==> config.mk <==
export PLATFORM = sky130hd
export DESIGN_NAME = dcache_line_mover
export DESIGN_NICKNAME = d
export VERILOG_FILES = /design/src/rtl/dcache_pkg.sv /design/src/rtl/dcache_line_mover.sv
export SDC_FILE = /design/constraint.sdc
export NUM_CORES = 1
export LEC_CHECK = 0
export BUFFER_PORTS_ARGS = -buffer_cell sky130_fd_sc_hd__buf_4
export CAP_MARGIN = 10
export CORE_MARGIN = 2
export CORE_UTILIZATION = 53
export CTS_BUF_LIST = sky130_fd_sc_hd__clkbuf_8 sky130_fd_sc_hd__clkbuf_16
export DETAILED_ROUTE_END_ITERATION = 8
export PLACE_DENSITY = 0.84
export SETUP_SLACK_MARGIN = 0.3
export SYNTH_ARGS = -nofsm -noshare
export SYNTH_HDL_FRONTEND = slang
export SYNTH_SLANG_ARGS = --single-unit
==> constraint.sdc <==
create_clock -name clk -period 4.6 [get_ports clk]
set_input_delay 0 -clock clk [delete_from_list [all_inputs] [get_ports clk]]
set_output_delay 0 -clock clk [all_outputs]
set_load 0.01 [all_outputs]
==> src/rtl/dcache_pkg.sv <==
// Shared definitions for the data-cache line mover: FSM encoding, default line
// geometry and helpers for building BRAM word addresses from line + word index.
package dcache_pkg;

    typedef enum logic [1:0] {
        ST_IDLE  = 2'd0,
        ST_WB    = 2'd1,
        ST_FILL  = 2'd2,
        ST_DRAIN = 2'd3
    } mover_state_e;

    localparam int unsigned DEFAULT_WORDS_PER_LINE = 4;

    function automatic int unsigned line_idx_width(input int unsigned words);
        return $clog2(words);
    endfunction

    // Word address is {line, idx}; callers truncate to their address width.
    function automatic logic [31:0] line_word_addr(input logic [31:0] line,
                                                   input logic [31:0] idx,
                                                   input int unsigned idx_w);
        return (line << idx_w) | idx;
    endfunction

endpackage

==> src/rtl/dcache_line_mover.sv <==
// Line-transfer engine between the cache controller and BRAM port A: optional
// dirty-victim write-back followed by a streamed line fill into the cache.
module dcache_line_mover
    import dcache_pkg::*;
#(
    parameter int unsigned ADDR_WIDTH      = 11,
    parameter int unsigned NUM_COL         = 4,
    parameter int unsigned COL_WIDTH       = 8,
    parameter int unsigned WORDS_PER_LINE  = DEFAULT_WORDS_PER_LINE,
    parameter int unsigned DATA_WIDTH      = NUM_COL * COL_WIDTH,
    parameter int unsigned LINE_ADDR_WIDTH = ADDR_WIDTH - $clog2(WORDS_PER_LINE)
) (
    input  logic                                 clk,
    input  logic                                 rst,
    input  logic                                 req_valid,
    output logic                                 req_ready,
    input  logic                                 req_wb,
    input  logic [LINE_ADDR_WIDTH-1:0]           req_wb_line,
    input  logic [LINE_ADDR_WIDTH-1:0]           req_fill_line,
    input  logic [DATA_WIDTH*WORDS_PER_LINE-1:0] req_wb_data,
    output logic                                 fill_we,
    output logic [$clog2(WORDS_PER_LINE)-1:0]    fill_idx,
    output logic [DATA_WIDTH-1:0]                fill_word,
    output logic                                 done,
    output logic                                 mem_en,
    output logic [NUM_COL-1:0]                   mem_we,
    output logic [ADDR_WIDTH-1:0]                mem_addr,
    output logic [DATA_WIDTH-1:0]                mem_din,
    input  logic [DATA_WIDTH-1:0]                mem_dout
);

    localparam int unsigned      IDX_W    = line_idx_width(WORDS_PER_LINE);
    localparam logic [IDX_W-1:0] LAST_IDX = IDX_W'(WORDS_PER_LINE - 1);

    mover_state_e                         state_q, state_d;
    logic [IDX_W-1:0]                     cnt_q, cnt_d;
    logic [LINE_ADDR_WIDTH-1:0]           wb_line_q, wb_line_d;
    logic [LINE_ADDR_WIDTH-1:0]           fill_line_q, fill_line_d;
    logic [DATA_WIDTH*WORDS_PER_LINE-1:0] wb_data_q, wb_data_d;
    logic                                 rd_pending_q, rd_pending_d;
    logic [IDX_W-1:0]                     rd_idx_q, rd_idx_d;
    logic                                 mem_en_q, mem_en_d;
    logic [NUM_COL-1:0]                   mem_we_q, mem_we_d;
    logic [ADDR_WIDTH-1:0]                mem_addr_q, mem_addr_d;
    logic [DATA_WIDTH-1:0]                mem_din_q, mem_din_d;
    logic                                 accept;

    assign accept = req_valid && (state_q == ST_IDLE);

    // State register and control/BRAM-port registers.
    // NOTE: sequential state uses non-blocking assignments so every register
    // samples the pre-edge values, independent of statement order.
    always_ff @(posedge clk) begin
        if (rst) begin
            state_q      <= ST_IDLE;
            cnt_q        <= '0;
            rd_pending_q <= 1'b0;
            rd_idx_q     <= '0;
            mem_en_q     <= 1'b0;
            mem_we_q     <= '0;
            mem_addr_q   <= '0;
            mem_din_q    <= '0;
        end else begin
            state_q      <= state_d;
            cnt_q        <= cnt_d;
            rd_pending_q <= rd_pending_d;
            rd_idx_q     <= rd_idx_d;
            mem_en_q     <= mem_en_d;
            mem_we_q     <= mem_we_d;
            mem_addr_q   <= mem_addr_d;
            mem_din_q    <= mem_din_d;
        end
    end

    // NOTE: the request capture registers carry no reset; they are only read
    // after an accept has loaded them, so resetting the wide data is wasted.
    always_ff @(posedge clk) begin
        wb_line_q   <= wb_line_d;
        fill_line_q <= fill_line_d;
        wb_data_q   <= wb_data_d;
    end

    // Next-state logic.
    // NOTE: every signal gets a default first so no path can infer a latch.
    always_comb begin
        state_d     = state_q;
        cnt_d       = cnt_q;
        wb_line_d   = wb_line_q;
        fill_line_d = fill_line_q;
        wb_data_d   = wb_data_q;
        case (state_q)
            ST_IDLE: begin
                if (accept) begin
                    wb_line_d   = req_wb_line;
                    fill_line_d = req_fill_line;
                    wb_data_d   = req_wb_data;
                    cnt_d       = '0;
                    state_d     = req_wb ? ST_WB : ST_FILL;
                end
            end
            ST_WB: begin
                if (cnt_q == LAST_IDX) begin
                    cnt_d   = '0;
                    state_d = ST_FILL;
                end else begin
                    cnt_d = cnt_q + IDX_W'(1);
                end
            end
            ST_FILL: begin
                if (cnt_q == LAST_IDX) begin
                    cnt_d   = '0;
                    state_d = ST_DRAIN;
                end else begin
                    cnt_d = cnt_q + IDX_W'(1);
                end
            end
            ST_DRAIN: state_d = ST_IDLE;
            default:  state_d = ST_IDLE;
        endcase
    end

    // Output logic: BRAM port values are precomputed from the next state so the
    // registered port lines up with the state it belongs to.
    always_comb begin
        mem_en_d     = 1'b0;
        mem_we_d     = '0;
        mem_addr_d   = '0;
        mem_din_d    = '0;
        rd_pending_d = (state_q == ST_FILL);
        rd_idx_d     = cnt_q;
        case (state_d)
            ST_WB: begin
                mem_en_d   = 1'b1;
                mem_we_d   = {NUM_COL{1'b1}};
                mem_addr_d = ADDR_WIDTH'(line_word_addr(32'(wb_line_d), 32'(cnt_d), IDX_W));
                mem_din_d  = wb_data_d[cnt_d*DATA_WIDTH +: DATA_WIDTH];
            end
            ST_FILL: begin
                mem_en_d   = 1'b1;
                mem_addr_d = ADDR_WIDTH'(line_word_addr(32'(fill_line_d), 32'(cnt_d), IDX_W));
            end
            default: ;
        endcase
    end

    assign req_ready = (state_q == ST_IDLE);
    assign done      = (state_q == ST_DRAIN);
    assign fill_we   = rd_pending_q;
    assign fill_idx  = rd_pending_q ? rd_idx_q : '0;
    assign fill_word = rd_pending_q ? mem_dout : '0;

    // Reset aborts an in-flight write in its own cycle, not one edge later.
    assign mem_en   = mem_en_q & ~rst;
    assign mem_we   = mem_we_q & {NUM_COL{~rst}};
    assign mem_addr = mem_addr_q;
    assign mem_din  = mem_din_q;

endmodule
* Word-level counts from Yosys, hierarchy flattened
Cells that the tools add are included.
W data, S select, Z words.
** Operators by class
- Add/subtract/negate cells :: 1
- Equal/unequal tests :: 6
- Shift operators :: 1
- Multiplexer cells :: 19
- Bitwise logic cells :: 6
- Reductions and logical operators :: 5
** Operators with widths (number)
- $mux W128 :: 2
- $shiftx A128 B8 Y32 :: 1
- $mux W9 :: 4
- $mux W32 :: 1
- $or A11 B2 Y11 :: 2
- $pmux W11 S2 :: 1
- $mux W2 :: 7
- $eq A2 B2 Y1 const B :: 4
- $pmux W2 S4 :: 1
- $reduce_or A2 Y1 :: 3
- $and A4 B4 Y4 :: 1
- $eq A2 B1 Y1 const B :: 2
- $mux W4 :: 1
- $pmux W2 S2 :: 1
- $add A2 B1 Y2 const B :: 1
- $logic_not A2 Y1 :: 1
- $not A1 Y1 :: 2
- $and A1 B1 Y1 :: 1
- $logic_and A1 B1 Y1 :: 1
- $mux W1 :: 1
** Word-level totals
- Register bits after elaboration :: 201
- Output and inout port bits :: 85

* Longest topological paths before layout
- Depth after elaboration :: 7
- Depth in mapped cells :: 12

* Worst setup path after synthesis
Ideal clock, no wire load.
- Path type :: reg2reg
- Start :: reg state_q[0]
- End :: reg mem_din_q[24], in the netlist mem_din[24]
- Data arrival time :: 2.153 ns
- Setup slack :: 2.330 ns
- Cell stages (with the launch flop) :: 13
- Buffers on the path :: 2
- Clock period less this slack :: 2.270 ns
- Cells stage by stage :: dfxtp_1 inv_1 ha_1 nand2_1 o21ai_0 o221ai_1 inv_1 ha_1 nor2b_1 and3_1 clkbuf_1 clkbuf_1 a22o_1
** Between the ends
- Cells in the longest elaborated chain, start to end :: 7
** Ends and longest elaborated chain
- start, declared :: RTL line dcache_line_mover.sv:35 : mover_state_e state_q, state_d;
- start signal, assigned :: RTL line dcache_line_mover.sv:64 : state_q <= state_d;
- $logic_not A2 Y1 *
- net req_ready :: RTL line dcache_line_mover.sv:16 : output logic req_ready,
- $logic_and A1 B1 Y1 :: RTL line dcache_line_mover.sv:48 : assign accept = req_valid && (state_q == ST_IDLE);
- $mux W2 :: RTL line dcache_line_mover.sv:93 : if (accept) begin
- $pmux W2 S4 * :: RTL line dcache_line_mover.sv:91 : case (state_q)
- net state_d[0] :: RTL line dcache_line_mover.sv:35
- $eq A2 B1 Y1 * :: RTL line dcache_line_mover.sv:131 : case (state_d)
- $not A1 Y1 (no line) *
- $reduce_or A2 Y1 (no line) *
- end signal, assigned :: RTL line dcache_line_mover.sv:71 : mem_din_q <= mem_din_d;
- end, declared :: RTL line dcache_line_mover.sv:45 : logic [DATA_WIDTH-1:0] mem_din_q, mem_din_d;
Mark *: on every way through the listed nets, which the timed path passes. The rest lies on a longest branch.
A chain may end at the register's enable or synchronous reset.

* Worst setup path after layout
- Start :: reg state_q[0]
- End :: reg mem_din_q[18], in the netlist mem_din[18]
** Between the ends
- Cells in the longest elaborated chain, start to end :: 7
** Ends and longest elaborated chain (RTL line)
- $logic_not A2 Y1 :: dcache_line_mover.sv:48, dcache_line_mover.sv:91
- $logic_and A1 B1 Y1 :: dcache_line_mover.sv:48
- $mux W2 :: dcache_line_mover.sv:93
- $pmux W2 S4 * :: dcache_line_mover.sv:91
- net state_d[0] :: dcache_line_mover.sv:35
- $eq A2 B1 Y1 * :: dcache_line_mover.sv:131
- $not A1 Y1 (no line) *
- $reduce_or A2 Y1 (no line) *
Marked as above.

==> flow_summary_export.csv <==
group,metric,value,unit
clock_tree,clk_pin_slew_worst_paths,0.07,ns
grt,grt_usage,29.4,%
clock_tree,cts_buffer_depth,2,
grt,first_global_vias,6608,
sta,tightest_slew,1.09,ns
clock_tree,cts_made_buffers,17,
clock_tree,cts_hold_buf,147,
route,firstDrtPassIters,4,
grt,overflow,0,
power_and_ir_drop,power.leakage,5.26,nW
sta,tns,0,ns
floorplan,die_h,124,um
sta,fmax,329,MHz
hold_path,hold_start,"req_wb",
floorplan,core,0.0139,sq mm
critical_path,cp.arrival,3.39,ns
yosys,synth_ff_type,"dfxtp_1",
clock_tree,post-cts-setup-buffers,0,
yosys,syn_inst,588,
floorplan,rows,43,
floorplan,fp.dieArea,0.0153,sq mm
route,drt_iter0_drc,282,
final_layout,final_cells,1180,
place,post-place-ws,1.56,ns
critical_path,critical_path.max_stage_delay,0.90,ns
hold_path,min_to,"state_q[0]",
place,portBuffers,266,
critical_path,crit_path_max_fanout,32,
route,drc_errors,0,
place,placed_cell_area,0.00961,sq mm
route,ant_nets,0,
final_layout,nets,1175,
clock_tree,clock-sinks,198,
power_and_ir_drop,ir_drop,368,uV
sta,slew_viol_final,0,
yosys,synthTopCellsByArea,"dfxtp_1, mux2_2, a22o_1",
yosys,synth.avg_cell_area,12.9,sq um
critical_path,critPathCaptureType,"flop",
power_and_ir_drop,cellPowerDensity,642,mW/mm^2
yosys,synth_edf_count,0,
sta,final-hold-violation-count,0,
yosys,synth_top_area_share,52.3,%
final_layout,postLayoutCellArea,0.0117,sq mm
grt,grt_pass1_wl,33300,um
clock_tree,clock-root-buffer,"clkbuf_16",
yosys,synth_seq_cells,198,
yosys,netlist_area,0.00757,sq mm
clock_tree,cts_tree,"done",
route,routed_wl,22800,um
yosys,synthesis.nets,778,
floorplan,io_pins,267,
clock_tree,cts_resized,0,
sta,fin_crit_sh,66.1,%
critical_path,reg2regPathDepth,10,
hold_path,whs_path_depth,3,
route,viasPerCell,5.13,
grt,grt_max_degree,81,
yosys,synth_cell_types,25,
yosys,synth_largest_area_cell,"dfxtp_1",
floorplan,die_x,124,um
floorplan,start_util,54.4,%
sta,rsz0062_at_grt,"false",
critical_path,crit_slowest_cell,"a21boi_4",
sta,fin_skew,0.00787,ns
power_and_ir_drop,power,7.49,mW
flow_run,max-cap-violations,0,
clock_tree,clkLatencyLatePin,0.42,ns
sta,setup_slack,1.56,ns
yosys,synth_seq_area_share,52.3,%
critical_path,rr_endpoint,"mem_din[18]",
outcome,outcome,"finished, final reports clean",
critical_path,r2r_start,"state_q[0]",
place,placed_cells,999,
critical_path,worstSetupPathType,"flop to flop",
critical_path,crit_path_cell_trace,"inv_1, ha_1, nor2_1, o21ai_0, o221ai_1, inv_1, ha_1, nor2b_1, a21boi_4, a22o_1",
clock_tree,htreeDepth,4,
sta,period_needed,3.04,ns
critical_path,required,4.95,ns
final_layout,drive_gt1_share,51.5,%
grt,antenna_found_initial,2,
sta,setup_viol,0,
place,routabilityCongestion,0.742,
route,vias,6050,
place,dp_hpwl,12800,um
yosys,async_flop_share,0,%
sta,relSlewSlack,27.2,%
route,wl_per_cell,19.4,um
critical_path,cp-start-kind,"flop",
yosys,yosys_warnings,0,
final_layout,area_growth,54.1,%
hold_path,hold_path.class,"primary input to flop",
critical_path,r2r_slack,1.56,ns
-- kinds of logic after synthesis --
family	after synthesis	synth area share, %
AO/OA/AOI/OAI	51	5.14
adder cells (fa/ha/maj)	8	1.32
AND/OR/NAND/NOR	74	5.60
buffers and inverters	47	3.75
flip-flops	198	52.3
multiplexers	210	31.9
-- critical path: cells and delay by family (launching register included) --
kind / cells / cell delay, ns
DFF: 1 / 0.34
and+or+nand+nor: 2 / 0.34
adders and majority gates: 2 / 0.47
AOI/OAI and AO/OA: 4 / 1.57
buffers and inverters: 2 / 0.23
-- layer usage --
metal	global-route usage [%]	part of all wire [%]
met5	0	0
met2	57.3	56
met4	16.7	4.2
met3	6.73	5.7
met1	27.6	34
-- power breakdown --
part	leakage (nW)	internal (mW)	switching [mW]
logic	3.32	1.81	1.41
clock network	0.294	0.829	0.641
registers	1.65	2.53	0.265
-- state kept, by name (all words and copies together) (netlist names) --
name / count
cnt_q: 2
fill_line_q: 9
fill_we: 1
mem_addr: 11
mem_din: 32
mem_en_q: 1
mem_we_q: 1
rd_idx_q: 2
state_q: 2
wb_data_q: 128
wb_line_q: 9
-- cells in the final DEF (no fill, tap or decap) --
cell,Yosys,routed
nand2_1,11,11
clkbuf_8,0,2
dlygate4sd3_1,0,147
a21boi_1,2,1
and2_1,35,35
mux2_4,13,13
nand2b_1,10,10
bufinv_16,0,2
clkinv_4,0,2
o21ai_0,5,5
a21oi_1,9,9
mux2_2,197,197
inv_1,7,10
diode_2,0,2
o221ai_1,1,1
o22ai_4,0,1
dfxtp_1,198,198
clkinvlp_4,0,2
nor2b_1,6,6
nor3b_1,1,1
and3_1,1,1
a22o_1,33,33
nor2_1,7,7
buf_4,6,271
nand3b_1,1,1
clkinv_2,0,2
nand3_4,0,1
a21boi_4,0,1
or2_2,1,1
clkbuf_16,0,17
inv_6,0,2
ha_1,8,8
-- metrics by stage --
| step | utilization (%) | hold WS, ns |
|---|---|---|
| finish | 83.7 | 0.0590 |
| CTS | 83.7 | 0.0294 |
| floorplan | - | 0.0871 |
| detailed placement | 69.0 | 0.244 |
| global route | 83.7 | 0.0563 |
| global placement | 69.0 | 0.238 |
-- cells in the mapped netlist (all sizes together) (2+ instances only) --
cell    count
a21boi      2
a21oi       9
a22o       33
and2       35
buf        24
clkbuf     16
dfxtp     198
ha          8
inv         7
mux2      210
nand2      11
nand2b     10
nor2        7
nor2b       6
o21ai       5
-- how the worst max path moves through the flow --
stage / startpoint / end / slack, ns / cells after the start
5_1_grt: state_q[0] / mem_din[18] / 1.36 / 9
3_5_place_dp: state_q[0] / mem_din[2] / 1.56 / 9
6_report: state_q[0] / mem_din[18] / 1.56 / 10
2_1_floorplan: state_q[0] / mem_din[24] / 2.33 / 12
4_1_cts: state_q[0] / mem_din[23] / 1.52 / 9
3_3_place_gp: state_q[0] / mem_din[16] / 1.78 / 7
-- cell type report --
| type | instances | area, sq um |
|---|---|---|
| multi-input combinational | 343 | 3360 |
| timing repair buffer | 418 | 3510 |
| inverter | 7 | 26.3 |
| antenna | 2 | 5.00 |
| sequential | 198 | 3960 |
| tap | 180 | 225 |
| clock buffer | 19 | 453 |
| clock inverter | 13 | 131 |
| fill | 720 | 2260 |
(Power assumes the default switching activity.)
